[src/rtl/fetch_stage.sv]
// IF stage: issues one-at-a-time IMEM requests, buffers returned words in a small
// prefetch FIFO and drives the IF/ID register, absorbing stalls, flushes and IMEM latency.
module fetch_stage #(
   parameter logic [31:0] RESET_PC   = 32'h0000_0000,
   parameter int          FIFO_DEPTH = 2,
   parameter logic [31:0] NOP_INSTR  = 32'h0000_0013
) (
   input  logic        clk_i,
   input  logic        rst_i,
   input  logic        PCWrite_i,
   input  logic        IFIDStall_i,
   input  logic        IFIDFlush_i,
   input  logic [31:0] branch_pc_i,
   output logic        imem_req_o,
   output logic [31:0] imem_addr_o,
   input  logic        imem_ack_i,
   input  logic [31:0] imem_rdata_i,
   output logic [31:0] pc_IFID_o,
   output logic [31:0] instr_IFID_o,
   output logic        valid_IFID_o
);
   localparam int PTR_W = $clog2(FIFO_DEPTH);
   localparam int CNT_W = PTR_W + 1;
   localparam logic [CNT_W-1:0] DEPTH_C = CNT_W'(FIFO_DEPTH);

   typedef enum logic [1:0] {S_IDLE, S_REQ, S_DROP} state_t;

   state_t           r_state;
   logic [31:0]      r_fetch_pc;
   logic [31:0]      r_fifo_pc    [FIFO_DEPTH];
   logic [31:0]      r_fifo_instr [FIFO_DEPTH];
   logic [PTR_W-1:0] r_wr_ptr;
   logic [PTR_W-1:0] r_rd_ptr;
   logic [CNT_W-1:0] r_count;
   logic [31:0]      r_pc_ifid;
   logic [31:0]      r_instr_ifid;
   logic             r_valid_ifid;

   logic             w_hold;
   logic             w_push;
   logic             w_pop;
   logic [CNT_W-1:0] w_count_next;
   logic [31:0]      w_branch_pc;

   assign w_hold      = IFIDStall_i | ~PCWrite_i;
   assign w_branch_pc = {branch_pc_i[31:2], 2'b00};
   // A flush discards both the returning word and the FIFO contents, so it masks push and pop.
   assign w_push      = (r_state == S_REQ) && imem_ack_i && !IFIDFlush_i;
   assign w_pop       = !IFIDFlush_i && !w_hold && (r_count != '0);

   // NOTE: every signal assigned in always_comb gets a default first so no latch is inferred.
   always_comb begin
      w_count_next = r_count;
      if (w_push && !w_pop)
         w_count_next = r_count + CNT_W'(1);
      else if (!w_push && w_pop)
         w_count_next = r_count - CNT_W'(1);
   end

   // NOTE: sequential state uses non-blocking assignments so all registers update together.
   always_ff @(posedge clk_i or posedge rst_i) begin
      if (rst_i) begin
         r_state    <= S_IDLE;
         r_fetch_pc <= RESET_PC;
      end else begin
         case (r_state)
            S_IDLE: begin
               if (IFIDFlush_i)
                  r_fetch_pc <= w_branch_pc;
               else if (r_count < DEPTH_C)
                  r_state <= S_REQ;
            end
            S_REQ: begin
               if (IFIDFlush_i) begin
                  r_fetch_pc <= w_branch_pc;
                  r_state    <= imem_ack_i ? S_REQ : S_DROP;
               end else if (imem_ack_i) begin
                  r_fetch_pc <= r_fetch_pc + 32'd4;
                  r_state    <= (w_count_next < DEPTH_C) ? S_REQ : S_IDLE;
               end
            end
            S_DROP: begin
               if (IFIDFlush_i)
                  r_fetch_pc <= w_branch_pc;
               if (imem_ack_i)
                  r_state <= S_REQ;
            end
            default: r_state <= S_IDLE;
         endcase
      end
   end

   always_ff @(posedge clk_i or posedge rst_i) begin
      if (rst_i) begin
         r_wr_ptr     <= '0;
         r_rd_ptr     <= '0;
         r_count      <= '0;
         r_pc_ifid    <= '0;
         r_instr_ifid <= NOP_INSTR;
         r_valid_ifid <= 1'b0;
      end else if (IFIDFlush_i) begin
         r_wr_ptr     <= '0;
         r_rd_ptr     <= '0;
         r_count      <= '0;
         r_pc_ifid    <= '0;
         r_instr_ifid <= NOP_INSTR;
         r_valid_ifid <= 1'b0;
      end else begin
         if (w_push)
            r_wr_ptr <= r_wr_ptr + PTR_W'(1);
         r_count <= w_count_next;
         if (w_pop) begin
            r_rd_ptr     <= r_rd_ptr + PTR_W'(1);
            r_pc_ifid    <= r_fifo_pc[r_rd_ptr];
            r_instr_ifid <= r_fifo_instr[r_rd_ptr];
            r_valid_ifid <= 1'b1;
         end else if (!w_hold) begin
            r_pc_ifid    <= '0;
            r_instr_ifid <= NOP_INSTR;
            r_valid_ifid <= 1'b0;
         end
      end
   end

   // NOTE: FIFO storage is not reset; the count and pointers alone decide what is valid.
   always_ff @(posedge clk_i) begin
      if (w_push) begin
         r_fifo_pc[r_wr_ptr]    <= r_fetch_pc;
         r_fifo_instr[r_wr_ptr] <= imem_rdata_i;
      end
   end

   assign imem_req_o   = (r_state != S_IDLE);
   assign imem_addr_o  = r_fetch_pc;
   assign pc_IFID_o    = r_pc_ifid;
   assign instr_IFID_o = r_instr_ifid;
   assign valid_IFID_o = r_valid_ifid;
endmodule

[config.mk]
export PLATFORM = sky130hd
export DESIGN_NAME = fetch_stage
export DESIGN_NICKNAME = d
export VERILOG_FILES = /design/src/rtl/fetch_stage.sv
export SDC_FILE = /design/constraint.sdc
export NUM_CORES = 1
export LEC_CHECK = 0
export BUFFER_PORTS_ARGS = -buffer_cell sky130_fd_sc_hd__buf_2
export CAP_MARGIN = 15
export CORE_ASPECT_RATIO = 1.5
export CORE_MARGIN = 3
export CORE_UTILIZATION = 55
export DETAILED_ROUTE_END_ITERATION = 6
export PLACE_DENSITY_LB_ADDON = 0.3
export SLEW_MARGIN = 5
export SYNTH_ARGS = -nofsm -noshare
export SYNTH_HDL_FRONTEND = slang
export SYNTH_SLANG_ARGS = --single-unit
[constraint.sdc]
create_clock -name clk_i -period 5.6 [get_ports clk_i]
set_input_delay 0 -clock clk_i [delete_from_list [all_inputs] [get_ports clk_i]]
set_output_delay 0 -clock clk_i [all_outputs]
set_load 0.005 [all_outputs]
==> results of run 1 <==
-- flip-flops by register name, indices dropped and copies added (netlist names) --
| register | cells |
|---|---|
| r_rd_ptr | 1 |
| r_state | 2 |
| r_fifo_instr | 64 |
| r_wr_ptr | 1 |
| instr_IFID_o | 32 |
| valid_IFID_o | 1 |
| imem_addr_o | 30 |
| r_count | 2 |
| pc_IFID_o | 31 |
| r_fifo_pc | 60 |
-- path summary, 6_finish.rpt --
| path | start | end | slack, ns | cells after the start |
|---|---|---|---|---|
| setup / recovery | r_state[0] | r_fifo_pc[0][19] | 2.87 | 6 |
| hold reg to reg | instr_IFID_o[1] | instr_IFID_o[1] | 0.46 | 2 |
| max in group asynchronous | rst_i | r_rd_ptr | 4.19 | 4 |
| setup reg to reg | r_state[0] | r_fifo_pc[0][19] | 2.87 | 6 |
| hold / removal | PCWrite_i | r_rd_ptr | 0.08 | 4 |
| min in group asynchronous | rst_i | instr_IFID_o[30] | 0.16 | 3 |
-- metrics by stage --
stage / std cells / instance area (µm²)
floorplan: 683 / 8930
global placement: 1013 / 9890
detailed placement: 1013 / 9890
CTS: 1117 / 11300
global route: 1119 / 11300
finish: 1119 / 11300
-- layer usage --
layer | track usage, % | wire [µm]
met2 | 40.5 | 10900
met3 | 3.34 | 1250
met1 | 27.4 | 7850
met4 | 10.2 | 755
met5 | 0 | 0
-- synth_stat cells (8+ instances only) --
master / n / area, µm²
a211oi_1: 8 / 60.1
a21oi_1: 32 / 160
buf_2: 9 / 45.0
clkbuf_1: 24 / 90.1
dfrtp_1: 97 / 2430
edfxtp_1: 124 / 3720
inv_1: 14 / 52.6
mux2i_1: 60 / 601
nand2_1: 79 / 297
nand3_1: 15 / 75.1
nor2_1: 35 / 131
o21ai_0: 74 / 370
-- kinds of logic after synthesis --
| kind of cell | after synthesis | share of synthesized area, % |
|---|---|---|
| adder cells (fa/ha/maj) | 3 | 0.392 |
| other | 1 | 0.0420 |
| flip-flops | 224 | 69.8 |
| XOR/XNOR | 4 | 0.393 |
| AND/OR/NAND/NOR | 174 | 9.18 |
| multiplexers | 60 | 6.73 |
| buffers and inverters | 56 | 2.65 |
| AO/OA/AOI/OAI | 160 | 10.8 |
-- worst register-to-register path: stages, from the launching register on --
cell and delay [ns]:
dfrtp_1 0.46, nor2b_2 0.20, buf_4 0.39, nand3_1 0.32
nor2_4 0.36, buf_12 0.26, buf_4 0.40
-- layout make-up --
cell class,count,area [µm²]
clock buffers,24,557
clock inverters,12,164
fillers,1085,4430
inverters,14,55.1
multi-input cells,403,2490
flip-flops and latches,224,6230
well taps,203,254
repair buffers,239,1580
-- power by group through the flow --
stage,Clock [mW],Sequential (mW),Combinational (mW)
final,1.47,2.38,0.935
after global routing,1.56,2.41,1.03
after CTS,1.49,2.37,0.924
after detailed placement,0,2.40,0.875
after global placement,0,2.37,0.837
after floorplan,0,2.28,0.589
-- repair_timing --
item	CTS	global route
hold buffers	68	0
endpoints found under the hold margin	146	0
setup buffers	0	0
==> flow_summary.json, run 1 <==
{
  "dr_total_vias": 6350,
  "skew_ns": 0.00984,
  "critPathSlowestCell": "dfrtp_1",
  "cts_sinks": 224,
  "hold_violations": 0,
  "min_period_ns": 2.73,
  "cp_common_cell": "buf_4",
  "syn-cell-area_um2": 8930,
  "setup_viol": 0,
  "holdWs_ns": 0.0756,
  "cp_max_fo": 46,
  "status": "complete, no violations",
  "seqPwrFrac_pct": 49.7,
  "rsz0062_at_grt": "false",
  "hpwl_mm": 12.7,
  "vias_per_cell": 5.67,
  "fp.dieH_um": 162,
  "gr-usage-all-layers_pct": 22.9,
  "clkTransAtPathRegs_ns": 0.06,
  "hold_class": "in -> reg",
  "htree_levels": 1,
  "finalNetCount": 974,
  "grt_pass1_vias": 6550,
  "coreArea_um2": 15800,
  "utilization_pct": 71.9,
  "cellPowerDensity_nw_per_um2": 421,
  "grt_overflow": 0,
  "antenna_found_initial": 0,
  "yosysUniqueCellTypes": 52,
  "drive_gt1_share_pct": 24.5,
  "max_slew_margin_pct": 21.9,
  "clockBufferDepth": 3,
  "crit_chain": "nor2b_2 -> buf_4 -> nand3_1 -> nor2_4 -> buf_12 -> buf_4",
  "fp.dieW_um": 110,
  "slowest_delay_ns": 0.46,
  "grt_max_degree": 67,
  "drt_iter0_drc": 455,
  "gp_congestion": 0.910,
  "drc": 0,
  "clockRootBuffer": "clkbuf_16",
  "yosysWarnings": 0,
  "cp_num_buf_inv": 3,
  "wl_mm": 20.8,
  "wl_per_cell_um": 18.6,
  "async_flop_share_pct": 44.6,
  "fin_ws_ns": 2.87,
  "drv_slew": 0,
  "io_pins": 168,
  "insertion_delay_ns": 0.48,
  "period_share_pct": 48.8,
  "fp.dieArea_um2": 17800,
  "final_common_cell": "buf_2",
  "place_ws_ns": 2.40,
  "syn_inst": 682,
  "cts_buffers": 20,
  "critPathArrivalTime_ns": 2.88,
  "drtPass1Iterations": 7,
  "cp.required_ns": 5.75,
  "cts_resized": 0,
  "drv_cap": 0,
  "path_delay_family": "buffers and inverters",
  "critPathCaptureType": "flop",
  "final_cell_mix": "buf_2, edfxtp_1, dfrtp_1",
  "p_switching_mw": 1.40,
  "area_delta_synth_final_pct": 27.0,
  "max_freq_mhz": 366,
  "swShare_pct": 29.2,
  "worst_slew_pin_slew_ns": 1.17,
  "fin_tns_setup_ns": 0,
  "antenna_left": 0,
  "ir_drop_uv": 274,
  "ys.flop_type": "edfxtp_1",
  "start_util_pct": 56.6,
  "num_antenna_cells": 0,
  "synth_seq_cells": 224,
  "synth_edf_count": 124,
  "cts_tree": "done",
  "power.total_mw": 4.78,
  "io_buffers": 163,
  "pwr-share-comb_pct": 19.6,
  "worst_setup_path_start_kind": "flop",
  "critPathKind": "reg -> reg",
  "seq_area_frac_synth_pct": 69.8,
  "grt_pass1_wl_mm": 32.1,
  "power_leakage_nw": 4.63,
  "synth_area_per_cell_um2": 13.1,
  "p_int_mw": 3.38,
  "core.rowCount": 56,
  "clkPwrFrac_pct": 30.7
}
Note: power is estimated with default switching activity, not from simulation.
==> run 2: changes to the inputs <==
- clock period: 5.6 -> 2.8 ns (I/O delays scaled with it)
==> flow_summary.json, run 2 (synthesis gave the netlist of run 1 again) <==
{
  "period_share_pct": 81.0,
  "largest_register": "r_fifo_instr",
  "cts_resized": 0,
  "seq_area_um2": 6230,
  "hold_class": "in -> reg",
  "clkTransAtPathRegs_ns": 0.06,
  "worst_slew_pin_slew_ns": 0.943,
  "num_antenna_cells": 0,
  "gr-usage-all-layers_pct": 23.5,
  "cp.required_ns": 3.17,
  "start_util_pct": 56.6,
  "drv_slew": 0,
  "fp.dieW_um": 110,
  "insertion_delay_ns": 0.49,
  "critPathKind": "reg -> reg",
  "grt_overflow": 0,
  "worst_setup_path_start_kind": "flop",
  "holdWs_ns": 0.0301,
  "final_common_cell": "buf_2",
  "drc": 0,
  "wl_per_cell_um": 18.5,
  "cts_buffers": 21,
  "wl_mm": 20.8,
  "io_buffers": 163,
  "finalNetCount": 979,
  "critPathArrivalTime_ns": 2.64,
  "cts_setup_buffers": 0,
  "holdBufCountCts": 67,
  "fin_tns_setup_ns": 0,
  "status": "complete, no violations",
  "cp_max_fo": 9,
  "htree_levels": 1,
  "grt_max_degree": 63,
  "reg2reg_depth": 6,
  "cts_tree": "done",
  "core.rowCount": 56,
  "coreArea_um2": 15800,
  "fp.dieArea_um2": 17800,
  "drt_iter0_drc": 448,
  "cellPowerDensity_nw_per_um2": 820,
  "r2r_end": "imem_addr_o[28]",
  "setup_viol": 0,
  "largest_reg_flops": 64,
  "io_pins": 168,
  "gp_congestion": 0.946,
  "reg2reg_slack_ns": 0.53,
  "antenna_left": 0,
  "drtPass1Iterations": 5,
  "cts_sinks": 224,
  "area_delta_synth_final_pct": 26.6,
  "whs_endpoint": "r_rd_ptr",
  "drive_gt1_share_pct": 24.8,
  "min_period_ns": 2.27,
  "fillers": 1075,
  "r2r_start": "imem_addr_o[2]",
  "final_cell_mix": "buf_2, edfxtp_1, dfrtp_1",
  "grt_pass1_wl_mm": 32.7,
  "stdcell_area_um2": 11300,
  "antenna_found_initial": 0,
  "fin_ws_ns": 0.531,
  "startpoint": "imem_addr_o[2]",
  "hpwl_mm": 13.4,
  "max_slew_margin_pct": 37.1,
  "ir_drop_uv": 749,
  "min-delay-start": "IFIDStall_i",
  "multiInputGateArea_um2": 2490,
  "postPlaceCellArea_um2": 9980,
  "clockBufferDepth": 3,
  "fp.dieH_um": 162,
  "critPathCaptureType": "flop",
  "max_freq_mhz": 441,
  "hold_violations": 0,
  "skew_ns": 0.00826,
  "vias_per_cell": 5.66,
  "grt_pass1_vias": 6536,
  "dr_total_vias": 6368,
  "rsz0062_at_grt": "false",
  "place_ws_ns": 0.601,
  "drv_cap": 0,
  "power_leakage_nw": 4.60,
  "whs_path_depth": 5,
  "clockRootBuffer": "clkbuf_16"
}
run 2: cell types whose count changed in the layout (fill, tap and decap cells not counted), sizes merged:
cell,delta
dlygate4sd3,-1
clkinv,+1
bufinv,-4
inv,+2
clkbuf,+1
buf,+5
clkinvlp,+2
run 2: worst max path at each step:
stage	depth (start not counted)	slack (ns)	end
finish	6	0.53	imem_addr_o[28]
global placement	6	0.75	imem_addr_o[22]
floorplan	4	0.03	r_fifo_instr[1][0]
detailed placement	6	0.60	imem_addr_o[28]
CTS	6	0.58	imem_addr_o[28]
global route	6	0.38	imem_addr_o[28]
run 2: per-layer routing:
layer | global-route usage [%] | share of wire (%) | vias up
met2 | 42.6 | 54 | 276
met3 | 2.82 | 6.4 | 35
li1 | - | - | 2957
met1 | 28.4 | 37 | 3100
met5 | 0 | 0 | -
met4 | 7.94 | 2.3 | 0
run 2: cell type report:
cell class	instances	share of cell area, %
sequential	224	55.2
multi-input combinational	403	22.0
timing repair buffer	243	14.4
clock buffer	25	4.96
tap	203	2.25
clock inverter	13	0.742
inverter	14	0.487
run 2: power by group:
group	switching, mW	internal (mW)	leakage [nW]	total, mW
Clock	1.17	1.45	0.308	2.62
Combinational	1.05	0.878	1.88	1.92
Sequential	0.617	4.11	2.41	4.72
run 2: critical path, stage by stage (launching register included):
cell	delay [ns]
dfrtp_1	0.48
ha_1	0.28
and4_4	0.29
and2_1	0.33
and4_4	0.32
a311oi_1	0.10
a311oi_1	0.36
run 2: metrics by stage:
stage,std cells,power [mW],util (%)
2_1_floorplan,683,5.74,-
3_3_place_gp,1020,6.46,63.3
3_5_place_dp,1020,6.60,63.3
4_1_cts,1125,9.31,71.7
5_1_grt,1125,9.74,71.7
6_report,1125,9.27,71.7
==> run 3: changes to the inputs <==
- ABC_AREA: not set -> 1
- CORE_UTILIZATION: 55 -> 50
- clock period: 2.8 -> 2.03 ns (I/O delays scaled with it)
==> flow_summary.json, run 3 <==
{
  "status": "complete, no violations",
  "setup_viol": 0,
  "seq_area_um2": 6230,
  "hold_class": "in -> async",
  "rsz0062_at_grt": "false",
  "num_antenna_cells": 0,
  "io_buffers": 163,
  "cts_tree": "done",
  "yosysWarnings": 0,
  "vias_per_cell": 5.14,
  "wl_per_cell_um": 16.0,
  "multiInputGateArea_um2": 2750,
  "place_ws_ns": 0.176,
  "synth_common_cells": "nand2_1, nor2_1, edfxtp_1, dfrtp_1, o31ai_1",
  "cp_num_buf_inv": 2,
  "clockBufferDepth": 3,
  "worst_setup_path_start_kind": "flop",
  "critPathArrivalTime_ns": 2.21,
  "largest_reg_flops": 64,
  "fillers": 1462,
  "io_pins": 168,
  "critPathSlowestCell": "dfrtp_1",
  "cp.required_ns": 2.40,
  "startpoint": "imem_addr_o[3]",
  "synth_area_per_cell_um2": 10.4,
  "cp_max_fo": 7,
  "ir_drop_uv": 779,
  "area_delta_synth_final_pct": 28.2,
  "dr_total_vias": 7169,
  "min_period_ns": 1.85,
  "clkTransAtPathRegs_ns": 0.07,
  "cp_common_cell": "nand2_1",
  "grt_overflow": 0,
  "synth_seq_cells": 224,
  "max_freq_mhz": 541,
  "syn-cell-area_um2": 9270,
  "synth_edf_count": 124,
  "grt_pass1_wl_mm": 36.1,
  "stdcell_area_um2": 11900,
  "coreArea_um2": 18100,
  "insertion_delay_ns": 0.49,
  "yosysUniqueCellTypes": 33,
  "fp.dieW_um": 117,
  "critPathKind": "reg -> reg",
  "skew_ns": 0.0109,
  "worst_slew_pin_slew_ns": 0.772,
  "cellPowerDensity_nw_per_um2": 1130,
  "antenna_found_initial": 0,
  "finalNetCount": 1205,
  "slowest_delay_ns": 0.45,
  "fp.dieH_um": 173,
  "grt_pass1_vias": 7288,
  "seq_area_frac_synth_pct": 67.2,
  "power_leakage_nw": 5.15,
  "async_flop_share_pct": 44.6,
  "start_util_pct": 51.2,
  "yosys-top-cells-area": "edfxtp_1, dfrtp_1, nand2_1",
  "drt_iter0_drc": 361,
  "htree_levels": 1,
  "period_share_pct": 91.1,
  "crit_chain": "ha_2 -> nand3_1 -> inv_1 -> nand2_1 -> inv_1 -> nand2_1 -> nand2_1 -> nand3_1 -> nand2_1 -> o21ai_0",
  "fin_ws_ns": 0.181,
  "hpwl_mm": 14.6,
  "final_common_cell": "nand2_1",
  "dp_cells": 1288,
  "critPathCaptureType": "flop",
  "grt_max_degree": 88,
  "drv_cap": 0,
  "path_delay_family": "simple AND/OR/NAND/NOR gates",
  "clockRootBuffer": "clkbuf_16",
  "synth_area_leader_cell": "edfxtp_1",
  "cts_sinks": 224,
  "final_cells": 1395,
  "synth.most_common_cell": "nand2_1",
  "r2r_start": "imem_addr_o[3]",
  "cts_setup_buffers": 0,
  "final_cell_mix": "nand2_1, nor2_1, buf_2",
  "wl_mm": 22.3,
  "drc": 0,
  "synth_top_cell_area_share_pct": 40.2,
  "drtPass1Iterations": 5,
  "cts_buffers": 21,
  "core.rowCount": 60,
  "drv_slew": 0,
  "ys.flop_type": "edfxtp_1",
  "max_slew_margin_pct": 48.5,
  "syn_inst": 895,
  "hold_violations": 0,
  "largest_register": "r_fifo_instr",
  "fp.dieArea_um2": 20200,
  "gr-usage-all-layers_pct": 22.5,
  "antenna_left": 0,
  "drive_gt1_share_pct": 21.4,
  "gp_congestion": 0.922,
  "postPlaceCellArea_um2": 10500
}
[run 3: worst reg2reg max path, stage by stage, from the launching register on]
cell	delay [ns]
dfrtp_1	0.45
ha_2	0.27
nand3_1	0.19
inv_1	0.16
nand2_1	0.12
inv_1	0.19
nand2_1	0.08
nand2_1	0.05
nand3_1	0.07
nand2_1	0.06
o21ai_0	0.08
[run 3: per-layer routing]
metal | routed length (µm) | global-route usage [%] | share of wire [%]
met1 | 8740 | 26.3 | 39
met2 | 11800 | 41.0 | 53
met3 | 1010 | 3.05 | 4.5
met4 | 732 | 8.18 | 3.3
met5 | 0 | 0 | 0
[run 3: logic make-up after synthesis]
group | count (synthesis) | synth area share [%]
compound gates | 118 | 8.51
xor+xnor | 3 | 0.284
buf+inv | 77 | 3.52
other cells | 1 | 0.0405
fa+ha+maj | 2 | 0.270
simple gates | 470 | 20.2
flops | 224 | 67.2
[run 3: final timing paths]
path,to,slack (ns),cells past startpoint
setup / recovery,imem_addr_o[26],0.18,10
hold / removal,instr_IFID_o[28],0.05,3
setup reg to reg,imem_addr_o[26],0.18,10
hold reg to reg,valid_IFID_o,0.47,2
max in group asynchronous,r_rd_ptr,1.14,4
min in group clk_i,r_fifo_instr[1][8],0.23,2
[run 3: power by group]
group	leakage (nW)	internal [mW]	switching [mW]
combinational	2.36	1.15	1.80
sequential	2.44	5.64	0.787
clock	0.346	2.37	1.65
total	5.15	9.16	4.24
[run 3: through the flow]
stage	utilization [%]	TNS (ns)	hold slack [ns]	power [mW]
floorplan	-	-5.34	0.0989	8.07
global placement	57.8	0	-0.00426	9.23
detailed placement	57.8	0	-0.00201	9.34
CTS	65.6	0	0.0213	13.5
global route	65.7	0	0.0752	14.1
finish	65.7	0	0.0457	13.4
[run 3: what timing repair did]
| item | CTS | global route |
|---|---|---|
| endpoints found under the setup margin | 0 | 2 |
| gates resized for setup | 0 | 3 |
| hold buffers | 70 | 0 |
| hold endpoints to repair | 201 | 0 |
[run 3: final cells by class]
cell class	instances	area share (%)
inverters	38	1.25
clock inverters	12	1.25
flip-flops and latches	224	52.5
clock buffers	25	4.72
repair buffers	253	14.6
multi-input cells	595	23.2
well taps	248	2.61
